### config.mk
export PLATFORM = sky130hd
export DESIGN_NAME = anc_chan_sched_flat
export DESIGN_NICKNAME = d
export VERILOG_FILES = /design/src/rtl/anc_chan_sched_if.sv /design/src/rtl/anc_chan_sched.sv /design/src/flat_wrapper.sv
export SDC_FILE = /design/constraint.sdc
export NUM_CORES = 1
export LEC_CHECK = 0
export CAP_MARGIN = 20
export CORE_AREA = 2 2 192 194
export CTS_CLUSTER_DIAMETER = 200
export DETAILED_ROUTE_END_ITERATION = 10
export DIE_AREA = 0 0 194 196
export GPL_TIMING_DRIVEN = 1
export PLACE_DENSITY = 0.74
export RECOVER_POWER = 50
export SYNTH_ARGS = -nofsm -noshare
export SYNTH_HDL_FRONTEND = slang
export SYNTH_SLANG_ARGS = --single-unit
### constraint.sdc
create_clock -name clk -period 4.9 [get_ports clk]
set_input_delay 0.98 -clock clk [delete_from_list [all_inputs] [get_ports clk]]
set_output_delay 0.98 -clock clk [all_outputs]
set_load 0.01 [all_outputs]
### src/rtl/anc_chan_sched_if.sv
// -----------------------------------------------------------------------------
// anc_chan_sched_if
// Handshake/bus bundle between the channel scheduler and the ANC core.
//   core_in_valid   scheduler -> core : sample set valid
//   core_ready      core -> scheduler : core accepts the sample set
//   core_e/x/a/u    scheduler -> core : signed error/reference/desired/step
//   core_out_sample core -> scheduler : signed core result
//   core_out_valid  core -> scheduler : result strobe
// Modports: master = scheduler side, slave = core side.
// -----------------------------------------------------------------------------
interface anc_chan_sched_if;
    logic               core_in_valid;
    logic               core_ready;
    logic signed [15:0] core_e;
    logic signed [15:0] core_x;
    logic signed [15:0] core_a;
    logic signed [15:0] core_u;
    logic signed [15:0] core_out_sample;
    logic               core_out_valid;

    modport master (
        output core_in_valid, core_e, core_x, core_a, core_u,
        input  core_ready, core_out_sample, core_out_valid
    );

    modport slave (
        input  core_in_valid, core_e, core_x, core_a, core_u,
        output core_ready, core_out_sample, core_out_valid
    );
endinterface

### src/rtl/anc_chan_sched.sv
// -----------------------------------------------------------------------------
// anc_chan_sched
// Round-robin scheduler sharing one ANC core among NCH audio channels.
// Each channel has a one-deep holding register; pending sets are granted in
// round-robin order, issued via valid/ready, and the core result is returned
// to the owning channel as a one-hot strobe. Overruns and core timeouts are
// flagged sticky.
//
// Ports:
//   clk, rst            single clock, synchronous active-high reset
//   ch_valid[NCH]       per-channel new-sample strobe
//   ch_e/x/a/u          16*NCH packed signed samples, channel i at [16i+15:16i]
//   ovr_clr[NCH]        clears sticky overrun flag per channel
//   core                anc_chan_sched_if.master (core handshake and data)
//   ch_out_sample       registered core result, broadcast
//   ch_out_valid[NCH]   one-hot result strobe to the owning channel
//   ch_overrun[NCH]     sticky overrun flags
//   timeout_err         sticky core-timeout flag (rst only clears it)
//   busy                high while in ISSUE or WAIT
//   cur_ch              channel currently granted
//   ovr_cnt[8*NCH]      only with ANC_SCHED_OVR_CNT_EN: 8-bit saturating
//                       overrun counter per channel
//
// Optional feature macro: ANC_SCHED_OVR_CNT_EN
// -----------------------------------------------------------------------------
module anc_chan_sched #(
    parameter int NCH         = 4,
    parameter int CW          = 3,
    parameter int TIMEOUT_CYC = 1024
) (
    input  logic                 clk,
    input  logic                 rst,
    input  logic [NCH-1:0]       ch_valid,
    input  logic [16*NCH-1:0]    ch_e,
    input  logic [16*NCH-1:0]    ch_x,
    input  logic [16*NCH-1:0]    ch_a,
    input  logic [16*NCH-1:0]    ch_u,
    input  logic [NCH-1:0]       ovr_clr,
    anc_chan_sched_if.master     core,
    output logic [15:0]          ch_out_sample,
    output logic [NCH-1:0]       ch_out_valid,
    output logic [NCH-1:0]       ch_overrun,
    output logic                 timeout_err,
    output logic                 busy,
    output logic [CW-1:0]        cur_ch
`ifdef ANC_SCHED_OVR_CNT_EN
    ,
    output logic [8*NCH-1:0]     ovr_cnt
`endif
);

    localparam int TW = $clog2(TIMEOUT_CYC + 1);

    typedef enum logic [1:0] {
        ST_IDLE  = 2'd0,
        ST_ISSUE = 2'd1,
        ST_WAIT  = 2'd2
    } state_t;

    state_t          state_q, state_d;
    logic [63:0]     hold_q [NCH];     // {e, x, a, u} per channel
    logic [63:0]     hold_d [NCH];
    logic [NCH-1:0]  pend_q, pend_d;
    logic [NCH-1:0]  ovr_q, ovr_d;
    logic [NCH-1:0]  consume;
    logic [NCH-1:0]  ovr_evt;
    logic [CW-1:0]   last_grant_q, last_grant_d;
    logic [CW-1:0]   cur_ch_q, cur_ch_d;
    logic [TW-1:0]   cnt_q, cnt_d;
    logic            civ_q, civ_d;
    logic [15:0]     e_q, e_d, x_q, x_d, a_q, a_d, u_q, u_d;
    logic [15:0]     out_sample_q, out_sample_d;
    logic [NCH-1:0]  out_valid_q, out_valid_d;
    logic            tout_q, tout_d;
    logic            busy_q, busy_d;

    logic            grant_found;
    logic            hi_found;
    logic [CW-1:0]   grant_ch;
    logic [CW-1:0]   hi_ch;
    logic [63:0]     grant_data;

    // Per-channel capture, pending and overrun logic.
    // A channel's set is consumed only at the ISSUE accept; a new strobe in
    // that same cycle re-arms pend without being an overrun.
    generate
        for (genvar gi = 0; gi < NCH; gi++) begin : g_ch
            assign consume[gi] = (state_q == ST_ISSUE) && core.core_ready &&
                                 (cur_ch_q == CW'(gi));
            assign ovr_evt[gi] = ch_valid[gi] && pend_q[gi] && !consume[gi];
            assign pend_d[gi]  = ch_valid[gi] || (pend_q[gi] && !consume[gi]);
            assign ovr_d[gi]   = ovr_evt[gi] || (ovr_q[gi] && !ovr_clr[gi]);
            assign hold_d[gi]  = ch_valid[gi] ? {ch_e[16*gi +: 16], ch_x[16*gi +: 16],
                                                 ch_a[16*gi +: 16], ch_u[16*gi +: 16]}
                                              : hold_q[gi];
        end
    endgenerate

`ifdef ANC_SCHED_OVR_CNT_EN
    logic [7:0] ocnt_q [NCH];
    logic [7:0] ocnt_d [NCH];

    generate
        for (genvar gi = 0; gi < NCH; gi++) begin : g_ocnt
            // Clear and a new event together leave a count of one.
            assign ocnt_d[gi] = ovr_evt[gi] ? (ovr_clr[gi] ? 8'd1 :
                                               (ocnt_q[gi] == 8'hFF) ? 8'hFF :
                                               ocnt_q[gi] + 8'd1)
                              : (ovr_clr[gi] ? 8'd0 : ocnt_q[gi]);
            assign ovr_cnt[8*gi +: 8] = ocnt_q[gi];
        end
    endgenerate

    always_ff @(posedge clk) begin
        for (int i = 0; i < NCH; i++) begin
            if (rst) begin
                ocnt_q[i] <= 8'd0;
            end else begin
                ocnt_q[i] <= ocnt_d[i];
            end
        end
    end
`endif

    // Round-robin pick: lowest pending index above last_grant, otherwise the
    // lowest pending index overall (wrap). Descending loop so lowest wins.
    always_comb begin
        grant_found = 1'b0;
        hi_found    = 1'b0;
        grant_ch    = '0;
        hi_ch       = '0;
        for (int i = NCH - 1; i >= 0; i--) begin
            if (pend_q[i]) begin
                grant_found = 1'b1;
                grant_ch    = CW'(i);
            end
            if (pend_q[i] && (CW'(i) > last_grant_q)) begin
                hi_found = 1'b1;
                hi_ch    = CW'(i);
            end
        end
        if (hi_found) begin
            grant_ch = hi_ch;
        end
    end

    always_comb begin
        grant_data = '0;
        for (int i = 0; i < NCH; i++) begin
            if (grant_ch == CW'(i)) begin
                grant_data = hold_q[i];
            end
        end
    end

    // Next-state and registered-output logic for the scheduler FSM.
    always_comb begin
        state_d      = state_q;
        last_grant_d = last_grant_q;
        cur_ch_d     = cur_ch_q;
        cnt_d        = cnt_q;
        e_d          = e_q;
        x_d          = x_q;
        a_d          = a_q;
        u_d          = u_q;
        out_sample_d = out_sample_q;
        out_valid_d  = '0;
        tout_d       = tout_q;

        case (state_q)
            ST_IDLE: begin
                cnt_d = '0;
                if (grant_found) begin
                    cur_ch_d = grant_ch;
                    e_d      = grant_data[63:48];
                    x_d      = grant_data[47:32];
                    a_d      = grant_data[31:16];
                    u_d      = grant_data[15:0];
                    state_d  = ST_ISSUE;
                end
            end
            ST_ISSUE: begin
                if (core.core_ready) begin
                    cnt_d   = '0;
                    state_d = ST_WAIT;
                end
            end
            ST_WAIT: begin
                if (core.core_out_valid) begin
                    out_sample_d = core.core_out_sample;
                    for (int i = 0; i < NCH; i++) begin
                        out_valid_d[i] = (cur_ch_q == CW'(i));
                    end
                    last_grant_d = cur_ch_q;
                    state_d      = ST_IDLE;
                end else if (cnt_q + TW'(1) == TW'(TIMEOUT_CYC)) begin
                    tout_d       = 1'b1;
                    last_grant_d = cur_ch_q;
                    state_d      = ST_IDLE;
                end else begin
                    cnt_d = cnt_q + TW'(1);
                end
            end
            default: begin
                state_d = ST_IDLE;
            end
        endcase

        civ_d  = (state_d == ST_ISSUE);
        busy_d = (state_d != ST_IDLE);
    end

    always_ff @(posedge clk) begin
        if (rst) begin
            state_q      <= ST_IDLE;
            pend_q       <= '0;
            ovr_q        <= '0;
            last_grant_q <= CW'(NCH - 1);
            cur_ch_q     <= '0;
            cnt_q        <= '0;
            civ_q        <= 1'b0;
            e_q          <= '0;
            x_q          <= '0;
            a_q          <= '0;
            u_q          <= '0;
            out_sample_q <= '0;
            out_valid_q  <= '0;
            tout_q       <= 1'b0;
            busy_q       <= 1'b0;
            for (int i = 0; i < NCH; i++) begin
                hold_q[i] <= '0;
            end
        end else begin
            state_q      <= state_d;
            pend_q       <= pend_d;
            ovr_q        <= ovr_d;
            last_grant_q <= last_grant_d;
            cur_ch_q     <= cur_ch_d;
            cnt_q        <= cnt_d;
            civ_q        <= civ_d;
            e_q          <= e_d;
            x_q          <= x_d;
            a_q          <= a_d;
            u_q          <= u_d;
            out_sample_q <= out_sample_d;
            out_valid_q  <= out_valid_d;
            tout_q       <= tout_d;
            busy_q       <= busy_d;
            for (int i = 0; i < NCH; i++) begin
                hold_q[i] <= hold_d[i];
            end
        end
    end

    assign core.core_in_valid = civ_q;
    assign core.core_e        = e_q;
    assign core.core_x        = x_q;
    assign core.core_a        = a_q;
    assign core.core_u        = u_q;
    assign ch_out_sample      = out_sample_q;
    assign ch_out_valid       = out_valid_q;
    assign ch_overrun         = ovr_q;
    assign timeout_err        = tout_q;
    assign busy               = busy_q;
    assign cur_ch             = cur_ch_q;

endmodule

### src/flat_wrapper.sv
// flat-port wrapper written by rule: the top's interface ports become plain ports
module anc_chan_sched_flat 
#(
    parameter int NCH         = 4,
    parameter int CW          = 3,
    parameter int TIMEOUT_CYC = 1024
)
  (clk, rst, ch_valid, ch_e, ch_x, ch_a, ch_u, ovr_clr, ch_out_sample, ch_out_valid, ch_overrun, timeout_err, busy, cur_ch, core_core_in_valid, core_core_e, core_core_x, core_core_a, core_core_u, core_core_ready, core_core_out_sample, core_core_out_valid);
  anc_chan_sched_if core_i ();
  input  logic clk;
  input  logic rst;
  input  logic [NCH-1:0] ch_valid;
  input  logic [16*NCH-1:0] ch_e;
  input  logic [16*NCH-1:0] ch_x;
  input  logic [16*NCH-1:0] ch_a;
  input  logic [16*NCH-1:0] ch_u;
  input  logic [NCH-1:0] ovr_clr;
  output logic [15:0] ch_out_sample;
  output logic [NCH-1:0] ch_out_valid;
  output logic [NCH-1:0] ch_overrun;
  output logic timeout_err;
  output logic busy;
  output logic [CW-1:0] cur_ch;
  output wire logic [$bits(core_i.core_in_valid)-1:0] core_core_in_valid;
  output wire logic [$bits(core_i.core_e)-1:0] core_core_e;
  output wire logic [$bits(core_i.core_x)-1:0] core_core_x;
  output wire logic [$bits(core_i.core_a)-1:0] core_core_a;
  output wire logic [$bits(core_i.core_u)-1:0] core_core_u;
  input wire logic [$bits(core_i.core_ready)-1:0] core_core_ready;
  input wire logic [$bits(core_i.core_out_sample)-1:0] core_core_out_sample;
  input wire logic [$bits(core_i.core_out_valid)-1:0] core_core_out_valid;
  assign core_core_in_valid = core_i.core_in_valid;
  assign core_core_e = core_i.core_e;
  assign core_core_x = core_i.core_x;
  assign core_core_a = core_i.core_a;
  assign core_core_u = core_i.core_u;
  assign core_i.core_ready = core_core_ready;
  assign core_i.core_out_sample = core_core_out_sample;
  assign core_i.core_out_valid = core_core_out_valid;
  anc_chan_sched #(.NCH(NCH), .CW(CW), .TIMEOUT_CYC(TIMEOUT_CYC)) u_core (.clk(clk), .rst(rst), .ch_valid(ch_valid), .ch_e(ch_e), .ch_x(ch_x), .ch_a(ch_a), .ch_u(ch_u), .ovr_clr(ovr_clr), .core(core_i), .ch_out_sample(ch_out_sample), .ch_out_valid(ch_out_valid), .ch_overrun(ch_overrun), .timeout_err(timeout_err), .busy(busy), .cur_ch(cur_ch));
endmodule
==> results.md <==
* Via density per instance at 5.17
* Top post-synthesis cells by count: mux2i_1, dfxtp_1, nor2_1
* Distinct cells, synth at 46
* Vias at 12,100
* Share of cells above drive strength 1 at 4.68%
* Crit share post-route at 75.5%
* #FFs+latches synth at 368
* Switching pwr at 1.93 mW
* Clk pwr share at 39.4%
* Routed Antenna Nets at 0
* Cts bufs inserted at 41
* Leading cell type by number of instances after synthesis: mux2i_1
* Syn Inst Count at 1,509
* Top FF cell, synth: dfxtp_1
* Initial core utilization at 41.3%
* Die area at 38,000 sq um
* Root Buffer Master: clkbuf_16
* Syn avg cell area at 9.87 sq um
* Initial DRC count at 567
* Post-synthesis simple-gate area fraction at 13.5%
* First-pass GRT wire length at 67,000 um
* Synth Area in Compound Gates at 7.33%
* Setup TNS at 0 ns
* Postcts setup bufs at 0
* Failing checks: max-capacitance violations, max-slew violations
* Status: complete, but fails checks
* Largest net degree at the start of global routing at 157
* Clock tree sinks at 368
* Final Non-Filler Cells at 2,330
* Cells along the critical path: clkbuf_1 > clkbuf_2 > mux2i_1 > nor2_1
* I/O pins at 378
* DP Worst Slack at 1.80 ns
* GRT overflow at 0
* Number of flops mapped to enable cells by yosys at 0
* Setup crit end kind: flop
* PD cells at 375 nW/um^2
* Final Instance Area at 20,200 sq um
* Core Util, Final at 56.0%
* Mapped cell area at 14,900 sq um
* Clk Latency, worst-skew pair at 0.56 ns
* Hold/Removal Path Class: flop to flop
* Critical Path RT at 5.29 ns
* Rows at 70
* Ys async rst share at 0%
* Worst path max stage delay at 1.81 ns
* Placement Cell Area at 18,900 sq um
* Clock Skew at 0.0139 ns
* Slew headroom at -73.0%
* CTS H-tree depth at 2
* Detailed Route WL at 44,000 um
* Seq/Total Area, Yosys at 49.5%
* Synth top area cells: dfxtp_1, mux2i_1, nor2_1, nand2_1, a32o_1
* Mux share of post-synthesis cell area at 26.1%
* Max_cap viols at 6
* First-pass iteration count of the detailed router at 5
* Post-Synth Adder-Cell Area at 0.0840%
* Setup Crit Path Kind: input pin to flop
* Setup Viol. Count Final at 0
* Critical Path AT at 4.09 ns
* Clock Pin Slew Worst Setup and Hold Paths at 0.06 ns
* PortBufs at 376
* Initial antenna violation count at 8
* Hold_buf cts at 0
* VDD IR-drop max at 296 uV
* Number of global-route vias before repair at 12,100
* Nets at 2,116
* Slowest CP cell: clkbuf_1
* Wire length per cell at 18.9 um
* # DRC at 0
* Area Growth Syn to Fin at 35.7%
* Cell Int Power at 5.65 mW
* Area share of the largest cell type after synthesis at 49.5%
* Post-synth top area cell: dfxtp_1
* Crit-path max FO at 29
* Die W at 194 um
* Combinational power share at 16.8%
* Highest clock rate at 270 MHz
* Main combinational cell family by area after synthesis: multiplexers
* TritonCTS clock tree: built
* Yosys warns at 0
* Placeable Area at 36,100 sq um
* Setup crit start kind: input pin
* Unrepaired setup endpoints after global routing: false
* Post-cts gate resize count at 0
* GPL Wtd Cong at 0.855
* Final WS setup at 1.20 ns
* Xor and xnor area share after synthesis at 0.118%
* Post-DP HPWL at 28,500 um
* Worst Max-Slew Pin Slew at 2.60 ns
* Reg power frac at 43.8%
* Tot GR Track Use at 22.4%
* Fin. Hold Viols at 0
* Die height at 196 um
* Leak pwr at 8.73 nW
* Crit path time final at 3.70 ns
* Net Sw Frac at 25.4%
* Net count after synthesis at 1,794
* Max Root-Sink Buffers at 3
* Placed cells at 2,256
* Pins Over Slew Limit at 230
==> metrics by stage <==
step | power (mW) | hold slack (ns)
floorplan | 4.04 | 0.460
global placement | 4.62 | 0.441
detailed placement | 4.65 | 0.448
CTS | 7.65 | 0.456
global route | 7.88 | 0.468
finish | 7.58 | 0.454
==> cells in the final DEF (no fill, tap or decap), types with 5 or more instances in the layout <==
| master | count |
|---|---|
| nand2_1 | 174 |
| inv_1 | 6 |
| o21ai_0 | 7 |
| clkdlybuf4s50_1 | 371 |
| clkbuf_1 | 15 |
| nor2_1 | 275 |
| mux2i_1 | 388 |
| nand3_1 | 8 |
| buf_4 | 7 |
| nand2b_1 | 13 |
| dfxtp_1 | 368 |
| clkbuf_8 | 9 |
| clkbuf_16 | 43 |
| o311ai_0 | 8 |
| or2_2 | 5 |
| diode_2 | 5 |
| a32o_1 | 64 |
| o31ai_1 | 5 |
| a21oi_1 | 33 |
==> registers in the layout, indices dropped and copies added, names as in the netlist, 2 cells and up <==
| register | count |
|---|---|
| u_core.ch_out_sample | 16 |
| u_core.ch_out_valid | 4 |
| u_core.ch_overrun | 4 |
| u_core.cnt_q | 11 |
| u_core.core.core_a | 16 |
| u_core.core.core_e | 16 |
| u_core.core.core_u | 16 |
| u_core.core.core_x | 16 |
| u_core.cur_ch | 2 |
| u_core.hold_q | 256 |
| u_core.last_grant_q | 2 |
| u_core.pend_q | 4 |
| u_core.state_q | 2 |
==> worst paths after layout <==
kind | from | endpoint | slack, ns | cells after the start
worst min-delay path | u_core.ch_out_sample[7] | u_core.ch_out_sample[7] | 0.45 | 2
worst max register to register | u_core.pend_q[0] | u_core.core.core_e[15] | 1.72 | 6
worst min register to register | u_core.ch_out_sample[7] | u_core.ch_out_sample[7] | 0.45 | 2
worst max-delay path | ch_valid[0] | u_core.hold_q[0][38] | 1.20 | 4
==> layer usage <==
layer | up-vias | share of wire (%) | GRT usage [%]
li1 | 5882 | - | -
met1 | 5707 | 42 | 27.1
met2 | 379 | 47 | 37.6
met3 | 78 | 7.7 | 6.48
met4 | 6 | 2.9 | 8.59
met5 | - | 0.10 | 0
==> cell type report <==
class / instances / area (sq um)
multi-input combinational: 1026 / 7080
clock buffer: 64 / 1240
timing repair buffer: 388 / 3850
clock inverter: 5 / 56.3
antenna: 5 / 12.5
inverter: 6 / 22.5
tap: 468 / 586
sequential: 368 / 7370
fill: 3175 / 15900
==> worst max-delay path: cells and delay by family <==
kind                   cells  cell delay [ns]
buffers and inverters      2             2.73
multiplexers               1             0.28
AND/OR/NAND/NOR            1             0.06
==> power groups by stage <==
stage / sequential, mW / clock (mW) / combinational, mW
2_1_floorplan: 3.39 / 0 / 0.647
3_3_place_gp: 3.37 / 0 / 1.25
3_5_place_dp: 3.38 / 0 / 1.27
4_1_cts: 3.32 / 3.05 / 1.28
5_1_grt: 3.34 / 3.16 / 1.38
6_report: 3.32 / 2.98 / 1.28
==> kinds of logic (layout without fill, tap and decap cells) <==
group | count (synthesis) | after routing
AOI/OAI and AO/OA | 133 | 133
xor gates and xnor gates | 2 | 2
adders and majority gates | 1 | 1
buffers and inverters | 115 | 463
DFF | 368 | 368
muxes | 388 | 388
other | 1 | 6
and+or+nand+nor | 501 | 501
No activity file was read; power rests on OpenSTA's default activity.
